`src/rtl/mips_mem_access.sv`:
```
// Load/store bus unit: one byte/half/word access at a time onto an Avalon-MM master port.
// Build option MIPS_MEM_UNALIGNED_TRAP_EN turns misaligned half/word requests into error responses.
module mips_mem_access #(
  parameter int TIMEOUT_CYCLES = 255
) (
  input  logic        clk,
  input  logic        reset,
  input  logic        req,
  input  logic        req_we,
  input  logic [1:0]  req_size,
  input  logic        req_signed,
  input  logic [31:0] req_addr,
  input  logic [31:0] req_wdata,
  output logic        busy,
  output logic        done,
  output logic [31:0] rdata,
  output logic        err,
  output logic [31:0] address,
  output logic        read,
  output logic        write,
  input  logic        waitrequest,
  output logic [31:0] writedata,
  output logic [3:0]  byteenable,
  input  logic [31:0] readdata
);

  typedef enum logic [1:0] {IDLE, BUS, RESP} state_t;

  localparam logic [31:0] TIMEOUT_W = 32'(TIMEOUT_CYCLES);

  state_t      state_reg, state_next;
  logic        busy_reg, busy_next;
  logic        done_reg, done_next;
  logic        err_reg, err_next;
  logic [31:0] rdata_reg, rdata_next;
  logic [31:0] address_reg, address_next;
  logic        read_reg, read_next;
  logic        write_reg, write_next;
  logic [31:0] writedata_reg, writedata_next;
  logic [3:0]  byteenable_reg, byteenable_next;
  logic        we_reg, we_next;
  logic [1:0]  size_reg, size_next;
  logic        signed_reg, signed_next;
  logic [1:0]  lane_reg, lane_next;
  logic [15:0] wait_cnt_reg, wait_cnt_next;

  logic [7:0]  rd_byte [4];
  logic [3:0]  byte_be;
  logic [31:0] load_value;
  logic [15:0] wait_sat;
  logic        timeout_hit;
  logic        misaligned;

  genvar gi;
  generate
    for (gi = 0; gi < 4; gi++) begin : g_lane
      assign rd_byte[gi] = readdata[8*gi +: 8];
      assign byte_be[gi] = (req_addr[1:0] == 2'(gi));
    end
  endgenerate

`ifdef MIPS_MEM_UNALIGNED_TRAP_EN
  assign misaligned = (req_size == 2'd1) ? req_addr[0]
                    : (req_size[1] ? (req_addr[1:0] != 2'b00) : 1'b0);
`else
  assign misaligned = 1'b0;
`endif

  // Saturating wait count; timeout compares the count this cycle would reach.
  assign wait_sat    = (wait_cnt_reg == 16'hFFFF) ? wait_cnt_reg : wait_cnt_reg + 16'd1;
  assign timeout_hit = (TIMEOUT_W != 32'd0) && ({16'd0, wait_sat} == TIMEOUT_W);

  always_comb begin
    logic [7:0]  b;
    logic [15:0] h;
    load_value = readdata;
    b = rd_byte[lane_reg];
    h = lane_reg[1] ? readdata[31:16] : readdata[15:0];
    case (size_reg)
      2'd0:    load_value = {{24{signed_reg & b[7]}}, b};
      2'd1:    load_value = {{16{signed_reg & h[15]}}, h};
      default: load_value = readdata;
    endcase
  end

  always_comb begin
    state_next      = state_reg;
    done_next       = 1'b0;
    err_next        = 1'b0;
    rdata_next      = rdata_reg;
    address_next    = address_reg;
    read_next       = read_reg;
    write_next      = write_reg;
    writedata_next  = writedata_reg;
    byteenable_next = byteenable_reg;
    we_next         = we_reg;
    size_next       = size_reg;
    signed_next     = signed_reg;
    lane_next       = lane_reg;
    wait_cnt_next   = wait_cnt_reg;

    case (state_reg)
      IDLE: begin
        if (req) begin
          we_next      = req_we;
          size_next    = req_size;
          signed_next  = req_signed;
          lane_next    = req_addr[1:0];
          address_next = {req_addr[31:2], 2'b00};
          case (req_size)
            2'd0: begin
              byteenable_next = byte_be;
              writedata_next  = {4{req_wdata[7:0]}};
            end
            2'd1: begin
              byteenable_next = req_addr[1] ? 4'b1100 : 4'b0011;
              writedata_next  = {2{req_wdata[15:0]}};
            end
            default: begin
              byteenable_next = 4'b1111;
              writedata_next  = req_wdata;
            end
          endcase
          if (misaligned) begin
            state_next = RESP;
            done_next  = 1'b1;
            err_next   = 1'b1;
          end else begin
            state_next    = BUS;
            read_next     = ~req_we;
            write_next    = req_we;
            wait_cnt_next = 16'd0;
          end
        end
      end
      BUS: begin
        if (!waitrequest) begin
          read_next  = 1'b0;
          write_next = 1'b0;
          done_next  = 1'b1;
          state_next = RESP;
          if (!we_reg) rdata_next = load_value;
        end else begin
          wait_cnt_next = wait_sat;
          if (timeout_hit) begin
            read_next  = 1'b0;
            write_next = 1'b0;
            done_next  = 1'b1;
            err_next   = 1'b1;
            state_next = RESP;
          end
        end
      end
      RESP: state_next = IDLE;
      default: state_next = IDLE;
    endcase

    busy_next = (state_next != IDLE);
  end

  always_ff @(posedge clk) begin
    if (reset) begin
      state_reg      <= IDLE;
      busy_reg       <= 1'b0;
      done_reg       <= 1'b0;
      err_reg        <= 1'b0;
      rdata_reg      <= 32'd0;
      address_reg    <= 32'd0;
      read_reg       <= 1'b0;
      write_reg      <= 1'b0;
      writedata_reg  <= 32'd0;
      byteenable_reg <= 4'd0;
      we_reg         <= 1'b0;
      size_reg       <= 2'd0;
      signed_reg     <= 1'b0;
      lane_reg       <= 2'd0;
      wait_cnt_reg   <= 16'd0;
    end else begin
      state_reg      <= state_next;
      busy_reg       <= busy_next;
      done_reg       <= done_next;
      err_reg        <= err_next;
      rdata_reg      <= rdata_next;
      address_reg    <= address_next;
      read_reg       <= read_next;
      write_reg      <= write_next;
      writedata_reg  <= writedata_next;
      byteenable_reg <= byteenable_next;
      we_reg         <= we_next;
      size_reg       <= size_next;
      signed_reg     <= signed_next;
      lane_reg       <= lane_next;
      wait_cnt_reg   <= wait_cnt_next;
    end
  end

  assign busy       = busy_reg;
  assign done       = done_reg;
  assign err        = err_reg;
  assign rdata      = rdata_reg;
  assign address    = address_reg;
  assign read       = read_reg;
  assign write      = write_reg;
  assign writedata  = writedata_reg;
  assign byteenable = byteenable_reg;

endmodule
```
`config.mk`:
```
export PLATFORM = sky130hd
export DESIGN_NAME = mips_mem_access
export DESIGN_NICKNAME = d
export VERILOG_FILES = /design/src/rtl/mips_mem_access.sv
export SDC_FILE = /design/constraint.sdc
export NUM_CORES = 1
export LEC_CHECK = 0
export BUFFER_PORTS_ARGS = -buffer_cell sky130_fd_sc_hd__clkbuf_2
export CORE_UTILIZATION = 40
export CTS_BUF_LIST = sky130_fd_sc_hd__clkbuf_16
export CTS_CLUSTER_DIAMETER = 120
export DETAILED_ROUTE_END_ITERATION = 8
export PLACE_DENSITY = 0.67
export SLEW_MARGIN = 15
export SYNTH_ARGS = -nofsm -noshare
export SYNTH_HDL_FRONTEND = slang
export SYNTH_SLANG_ARGS = --single-unit
```
`constraint.sdc`:
```
create_clock -name clk -period 2.6 [get_ports clk]
set_input_delay 0 -clock clk [delete_from_list [all_inputs] [get_ports clk]]
set_output_delay 0 -clock clk [all_outputs]
set_load 0.01 [all_outputs]
```
# == Word level (Yosys, flattened, before mapping) ==
# Index checks and enable logic that the tools add are counted.
# totals
regBits,127
elab_cells,71
# op_classes
n_addsub,1
n_lt_le_gt_ge,1
eq_ne,11
mux,24
n_bitwise,7
reduce_logical,12
# op_table
operator,count
one-hot mux 32 bit (2 select lines),2
two-way mux 16 bit,4
one-hot mux 16 bit (2 select lines),1
adder 16 x 1 -> 16 bit (second input constant),1
binary-select mux 8 bit (select 2 bit),1
equality test 16 bit (second input constant),1
equality test 16 x 8 -> 1 bit (second input constant),1
two-way mux 8 bit,2
AND reduction 3 bit,3
equality test 2 x 1 -> 1 bit (second input constant),4
zero test 2 bit,4
one-hot mux 4 bit (2 select lines),1
two-way mux 1 bit,6
two-way mux 2 bit,3
equality test 2 bit (second input constant),2
two-way mux 4 bit,1
inequality test 2 bit (second input constant),2
NOT 1 bit,4
one-hot mux 1 bit (2 select lines),2
one-hot mux 2 bit (2 select lines),1
nonzero test 2 bit,2
>= comparator 3 bit (second input constant),1
inequality test 3 bit (second input constant),1
NOT 2 -> 3 bit,1
other kinds (4),5

# == Logic depth before layout (Yosys ltp) ==
# Gate-level depths: netlist of run 1.
# logic_depth
depth_word,7
mapped_depth,8

# == Worst setup path before layout of run 1 ==
# Ideal clock, no wire load.
# synth_path
kind,register -> register
start,reg wait_cnt_reg[0]
end,"reg err_reg, in the netlist err"
arrival_ps,2154
required_time_ps,2526
path_slack_ps,372
stages_incl_launch_ff,8
path_cell_list,dfxtp_1 -> ha_1 -> nand3_4 -> or3_4 -> a2111oi_4 -> nand2_1 -> or4_1 -> nor3_2
# synth_via
elab_chain_cells,4
word_cells_on_any_way,5
classes_between,add/sub: 1; eq/ne: 2; mux: 2
# synth_rtl
item,line,source
from (decl),45,"logic [15:0] wait_cnt_reg, wait_cnt_next;"
from (signal assigned),193,wait_cnt_reg <= wait_cnt_next;
adder 16 x 1 -> 16 bit or equality test 16 bit (tied branches),70,assign wait_sat = (wait_cnt_reg == 16'hFFFF) ? wait_cnt_reg : wait_cnt_reg + 16'd1;
two-way mux 16 bit (*),70,
equality test 16 x 8 -> 1 bit (*),71,"assign timeout_hit = (TIMEOUT_W != 32'd0) && ({16'd0, wait_sat} == TIMEOUT_W);"
two-way mux 1 bit (*),145,if (timeout_hit) begin
to (signal assigned),182,err_reg <= err_next;
to (decl),34,"logic err_reg, err_next;"
# Every way passes the cells marked *; elsewhere a longest branch is shown, timed or not.
# A chain may end at the register's enable or synchronous reset.

# == Worst setup path after layout of run 1 ==
# Same ends and word-level chain as after synthesis.

==> metrics, run 1 <==
sequential share of power about two fifths; area delta synth->final 48.8%; postcts setup bufs 0; sequential fraction of the synthesis area ~45%; startpoint types register; FF-to-FF setup slack 0.18 ns; Cells after Synth approximately 740; power share of the combinational group ~16%; Synth Area per Inst just under 8 sq um; Final Hold Vio Count 0; hold_ws 0.00112 ns; synth top area cells dfxtp_1 45%, nand2_1 12%, a21oi_1 7.2%; DR iter-0 viols 398; drt pass-1 iters 7; standard-cell rows 43; Yosys reg bits about 130; normalized max-slew margin between 50% and 60%; Post-Synthesis Cell Area 5700 sq um; Yosys cell types 50; register area ~2500 sq um; I/O pins 209; final core occ between 60% and 70%; Die X between 100 and 150 um; RD Place Congestion slightly above 0.9; via/cell ratio 5.26; gr usage total 25.6%; CTS clk-pin slew, worst paths roughly 0.050 ns; Worst Tran Pin Value a little under 0.7 ns; CP max FO 10; EDFF count, synth 0; total negative slack 0 ns; Longest Clk Path Bufs 2; post-route minimum period ~2.4 ns; Core ar. about 14000 sq um; Final Skew ~0.011 ns; Max VDD drop approximately 0.47 mV; first-pass GRT wire length between 20000 and 30000 um; Synth area leader dfxtp_1; Switching Share 26.3%; CP endpoint kind register; Initial Util between 40 and 50%; area of the multi-input gates just under 3000 sq um; via count between 6000 and 7000; antenna violations before repair 0; Hold EP writedata[30]; Post-synth ARST share 0%; port bufs between 200 and 250; layout cell share with drive strength beyond 1 around a quarter; min-delay worst type in2reg; Worst Path Class, Setup reg2reg; CTS tree yes; unrepaired setup endpoints after global routing false; Root Driver clkbuf_16; Final setup viols 0; # Max-Cap Violations 0; Num CTS Buffers 17; DIE HEIGHT between 100 and 150 um; die area roughly 15000 sq um; nets roughly 1100; WL final roughly 19000 um; Critical Path RT 2.94 ns; CTS sink cnt between 100 and 150; Residual DRC 0; clock share of power approximately 45%; DRT antenna net count 0; Synth Flop Type dfxtp_1; FF-to-FF Start wait_cnt_reg[0]; DPL Wire Length between 10000 and 15000 um; Sw Pwr about 1400 uW; hold_sp req_wdata[30]; Synth top area share ~45%; worst reg2reg endpoint err; Worst-Skew Late Latency around 0.42 ns; pin count of the biggest net entering global routing about 90; GRT Residual Overflow 0; r2r worst-path depth 7; Hold Path Stages 5; FMAX between 400 and 500 MHz; antenna cells 0; status complete, no violations; Slew Limit Fails 0; Fillers approximately 1200; Syn. warnings 0; internal power just over 4000 uW; CP arrival approximately 2.8 ns; Wirelength per Cell between 15 and 20 um; vias in the first global route between 5000 and 6000; Leakage 0.00360 uW; Tcrit/Tclk final just over 90%; pwr dens approximately 650 nW/um^2; H-tree levels 4
-- worst max path at each step --
| stage | cells after the start | start | end | slack [ns] |
|---|---|---|---|---|
| after CTS | 7 | wait_cnt_reg[0] | read | 0.12 |
| after detailed placement | 7 | wait_cnt_reg[0] | read | 0.13 |
| after global placement | 7 | wait_cnt_reg[0] | write | 0.20 |
| after floorplan | 7 | wait_cnt_reg[0] | err | 0.37 |
| after global routing | 7 | wait_cnt_reg[0] | err | 0.04 |
| final | 7 | wait_cnt_reg[0] | err | 0.18 |
-- power by group through the flow --
stage / logic, uW / clock network (uW) / registers [uW]
global placement: 747 / 0 / 2180
finish: 890 / 2450 / 2140
detailed placement: 750 / 0 / 2180
global route: 977 / 2560 / 2160
CTS: 876 / 2480 / 2140
floorplan: 377 / 0 / 2230
-- per-layer routing --
layer  track usage, %  vias to the layer above  part of all wire, %
met5                0                        -                    0
li1                 -                     3157                    -
met3             7.33                       51                  7.4
met2             40.9                      266                   47
met4             12.0                        0                  3.1
met1             31.5                     2896                   42
-- area by class of cell --
type	count	share of cell area, %
clock buffer	17	5.02
clock inverter	15	2.08
inverter	10	0.443
multi-input combinational	545	34.3
sequential	127	30.0
tap	180	2.66
timing repair buffer	318	25.5
-- Yosys cell counts (2+ instances only) --
cell type and count:
xnor2_1 2, nor4_1 4, o21ai_0 32, mux2i_1 18
a31oi_1 8, nand2b_1 3, o2111ai_1 2, and3_1 6
o221ai_1 8, and4_1 4, o31ai_1 2, nor2_1 72
clkbuf_1 55, nand3_1 10, dfxtp_1 127, a22oi_1 3
inv_1 10, o22ai_1 2, nand3b_1 2, buf_4 2
o32ai_1 2, a21oi_1 82, nor2b_1 4, a211oi_1 34
a311oi_1 13, xor2_1 2, nor3_1 22, nand4_1 11
nand2_1 176
-- cells in the final DEF (no fill, tap or decap), types with 6 or more instances in the layout --
cell / instances
o21ai_0: 31
buf_4: 10
clkbuf_2: 205
a211oi_1: 34
mux2i_1: 18
nand4_1: 11
a21oi_1: 82
nand2_1: 175
a311oi_1: 13
nor2_1: 72
clkbuf_16: 17
nand3_1: 10
dlygate4sd3_1: 100
o221ai_1: 8
nor3_1: 21
inv_1: 11
a31oi_1: 8
dfxtp_1: 127
and3_1: 6
-- timing repair --
action / 4_1_cts / 5_1_grt
setup endpoints to repair: 0 / 4
hold endpoints to repair: 96 / 0
hold buffers: 100 / 0
resized for setup: 0 / 1
-- through the flow --
stage	power (uW)	setup WS [ns]	instance area, sq um	std cells
floorplan	2610	0.372	5700	740
global placement	2930	0.201	6870	1080
detailed placement	2930	0.129	6870	1080
CTS	5490	0.121	8470	1212
global route	5700	0.0425	8470	1212
finish	5480	0.177	8470	1212
-- cell families (layout without fill, tap and decap cells) --
family | Yosys count | count (layout) | share of synthesized area (%)
AND/OR/NAND/NOR | 323 | 323 | 24.6
AO/OA/AOI/OAI | 195 | 195 | 21.5
flip-flops | 127 | 127 | 44.6
buffers and inverters | 68 | 360 | 4.64
multiplexers | 20 | 20 | 3.76
XOR/XNOR | 4 | 4 | 0.615
adder cells (fa/ha/maj) | 1 | 1 | 0.220
other | 1 | 2 | 0.0658
-- worst max-delay path: stages (launching register included) --
cell	delay (ns)
dfxtp_1	0.39
ha_1	0.31
nand3_4	0.16
or3_4	0.41
a2111oi_4	0.40
nand2_1	0.08
or4_1	0.49
nor3_2	0.10
Note: power is estimated with default switching activity, not from simulation.
==> run 2: changes to the inputs <==
--- a/config.mk
+++ b/config.mk
@@ -7,7 +7,6 @@
 export LEC_CHECK = 0
 export BUFFER_PORTS_ARGS = -buffer_cell sky130_fd_sc_hd__clkbuf_2
 export CORE_UTILIZATION = 40
-export CTS_BUF_LIST = sky130_fd_sc_hd__clkbuf_16
 export CTS_CLUSTER_DIAMETER = 120
 export DETAILED_ROUTE_END_ITERATION = 8
 export PLACE_DENSITY = 0.67
==> metrics, run 2 (synthesis gave the netlist of run 1 again) <==
dpl cells 1080 (unchanged); clock share of power 45.9% (was 44.7%); Worst Path Class, Setup reg2reg (unchanged); standard-cell rows 43 (unchanged); I/O pins 209 (unchanged); non-filler cells, final 1212 (unchanged); power share of the combinational group 15.9% (was 16.2%); cells along the critical path ha_1, nand3_4, or3_4, a2111oi_4, nand2_1, or4_1, nor3_2 (unchanged); startpoint types register (unchanged); WL final 18500 um (was 18600 um); antenna cells 0 (unchanged); Final Skew 0.0113 ns (was 0.0106 ns); post-route minimum period 2.44 ns (was 2.42 ns); CP max FO 10 (unchanged); CP endpoint kind register (unchanged); normalized max-slew margin 55.1% (was 54.8%); Placed Area 6870 sq um (unchanged); vias in the first global route 5998 (unchanged); most common cell after layout, fill and taps aside clkbuf_2 (unchanged); min-delay worst type in2reg (unchanged); register area 2540 sq um (unchanged); Worst Tran Pin Value 0.673 ns (was 0.677 ns); Die X 121 um (unchanged); Max VDD drop 0.472 mV (was 0.474 mV); Leakage 0.00362 uW (was 0.00360 uW); Residual DRC 0 (unchanged); Sw Pwr 1450 uW (was 1440 uW); status complete, no violations (unchanged); final core occ 61.3% (was 61.1%); total negative slack 0 ns (unchanged); Tcrit/Tclk final 93.7% (was 93.2%); postcts setup bufs 0 (unchanged); CTS tree yes (unchanged); Longest Clk Path Bufs 2 (unchanged); pwr dens 659 nW/um^2 (was 647 nW/um^2); most frequent cells in the layout 205 x clkbuf_2, 175 x nand2_1, 127 x dfxtp_1 (unchanged); area of the multi-input gates 2910 sq um (unchanged); pin count of the biggest net entering global routing 92 (unchanged); area delta synth->final 49.5% (was 48.8%); Slew Limit Fails 0 (unchanged); port bufs 206 (unchanged); sequential share of power 38.2% (was 39.1%); crit path max-delay cell type or4_1 (unchanged); Worst-Skew Late Latency 0.42 ns (about the same); nets 1124 (unchanged); die area 14700 sq um (unchanged); unrepaired setup endpoints after global routing false (unchanged); Critical Path RT 2.94 ns (about the same); GRT Residual Overflow 0 (unchanged); final instance area 8510 sq um (was 8470 sq um); via/cell ratio 5.27 (was 5.26); CP arrival 2.77 ns (was 2.76 ns); first-pass GRT wire length 29500 um (about the same); Fillers 1204 (was 1211); DR iter-0 viols 428 (was 398); FMAX 411 MHz (was 413 MHz); Final setup viols 0 (unchanged); layout cell share with drive strength beyond 1 25.1% (was 24.7%); CTS clk-pin slew, worst paths 0.05 ns (about the same); DRT antenna net count 0 (unchanged); DPL Wire Length 11700 um (unchanged); CTS sink cnt 127 (unchanged); DIE HEIGHT 121 um (unchanged); Switching Share 25.8% (was 26.3%); Final Hold Vio Count 0 (unchanged); drt pass-1 iters 5 (was 7); crit path buf inv count 0 (unchanged); CP peak stage delay 0.49 ns (about the same); antenna violations before repair 0 (unchanged); via count 6385 (was 6370); critical path's top delay family simple AND/OR/NAND/NOR gates (unchanged); Wirelength per Cell 15.3 um (about the same); internal power 4170 uW (was 4040 uW); Initial Util 41.0% (unchanged); Num CTS Buffers 17 (unchanged); Core ar. 13900 sq um (unchanged); Root Driver clkbuf_16 (unchanged); # Max-Cap Violations 0 (unchanged); gr usage total 25.6% (about the same); RD Place Congestion 0.907 (unchanged); H-tree levels 4 (unchanged); Power Total 5610 uW (was 5480 uW)
==> run 2: cell count changes in the layout (fill, tap and decap cells not counted) <==
cell      previous run  this run
clkbuf_8             0         4
clkinv_1             4         0
clkbuf_1             0         1
inv_1               11        10
==> run 2: final cells by class <==
type,count,area share (%)
Tap cell,180,2.65
Clock inverter,10,1.85
Clock buffer,22,5.69
Multi-Input combinational cell,545,34.1
Sequential cell,127,29.9
Inverter,10,0.441
Timing Repair Buffer,318,25.4
==> run 2: path summary, 6_finish.rpt <==
| check | from | endpoint | slack [ns] | cells after the start |
|---|---|---|---|---|
| hold reg to reg | signed_reg | signed_reg | 0.45 | 2 |
| setup / recovery | wait_cnt_reg[0] | err | 0.16 | 7 |
| setup reg to reg | wait_cnt_reg[0] | err | 0.16 | 7 |
| hold / removal | req_wdata[30] | writedata[30] | 0.005 | 5 |
==> run 2: power by group through the flow <==
stage               sequential, uW  clock [uW]  combinational (uW)
floorplan                     2230           0                 377
global placement              2180           0                 747
detailed placement            2180           0                 750
CTS                           2140        2600                 876
global route                  2160        2690                 977
finish                        2140        2580                 889
==> run 2: per-stage QoR <==
stage / hold slack [ns] / worst slack, ns
floorplan: 0.136 / 0.372
global placement: 0.222 / 0.201
detailed placement: 0.229 / 0.129
CTS: 0.00275 / 0.119
global route: 0.0372 / 0.0412
finish: 0.00456 / 0.164
==> run 2: tightest hold or removal path, stage by stage <==
cell and delay [ns]:
clkbuf_2 0.08, nand2_1 0.05, o21ai_0 0.10, nand2_1 0.08, a21oi_1 0.06
==> run 2: routing by layer <==
| layer | global-route usage [%] | vias to the layer above | wire length, um |
|---|---|---|---|
| li1 | - | 3162 | - |
| met1 | 31.4 | 2888 | 7800 |
| met2 | 41.0 | 281 | 8790 |
| met3 | 7.33 | 54 | 1400 |
| met4 | 12.0 | 0 | 569 |
| met5 | 0 | - | 0 |
==> run 2: what timing repair did <==
item                                    4_1_cts  5_1_grt
hold buffers                                100        0
endpoints found under the setup margin        0        4
gates resized for setup                       0        1
endpoints found under the hold margin        96        0
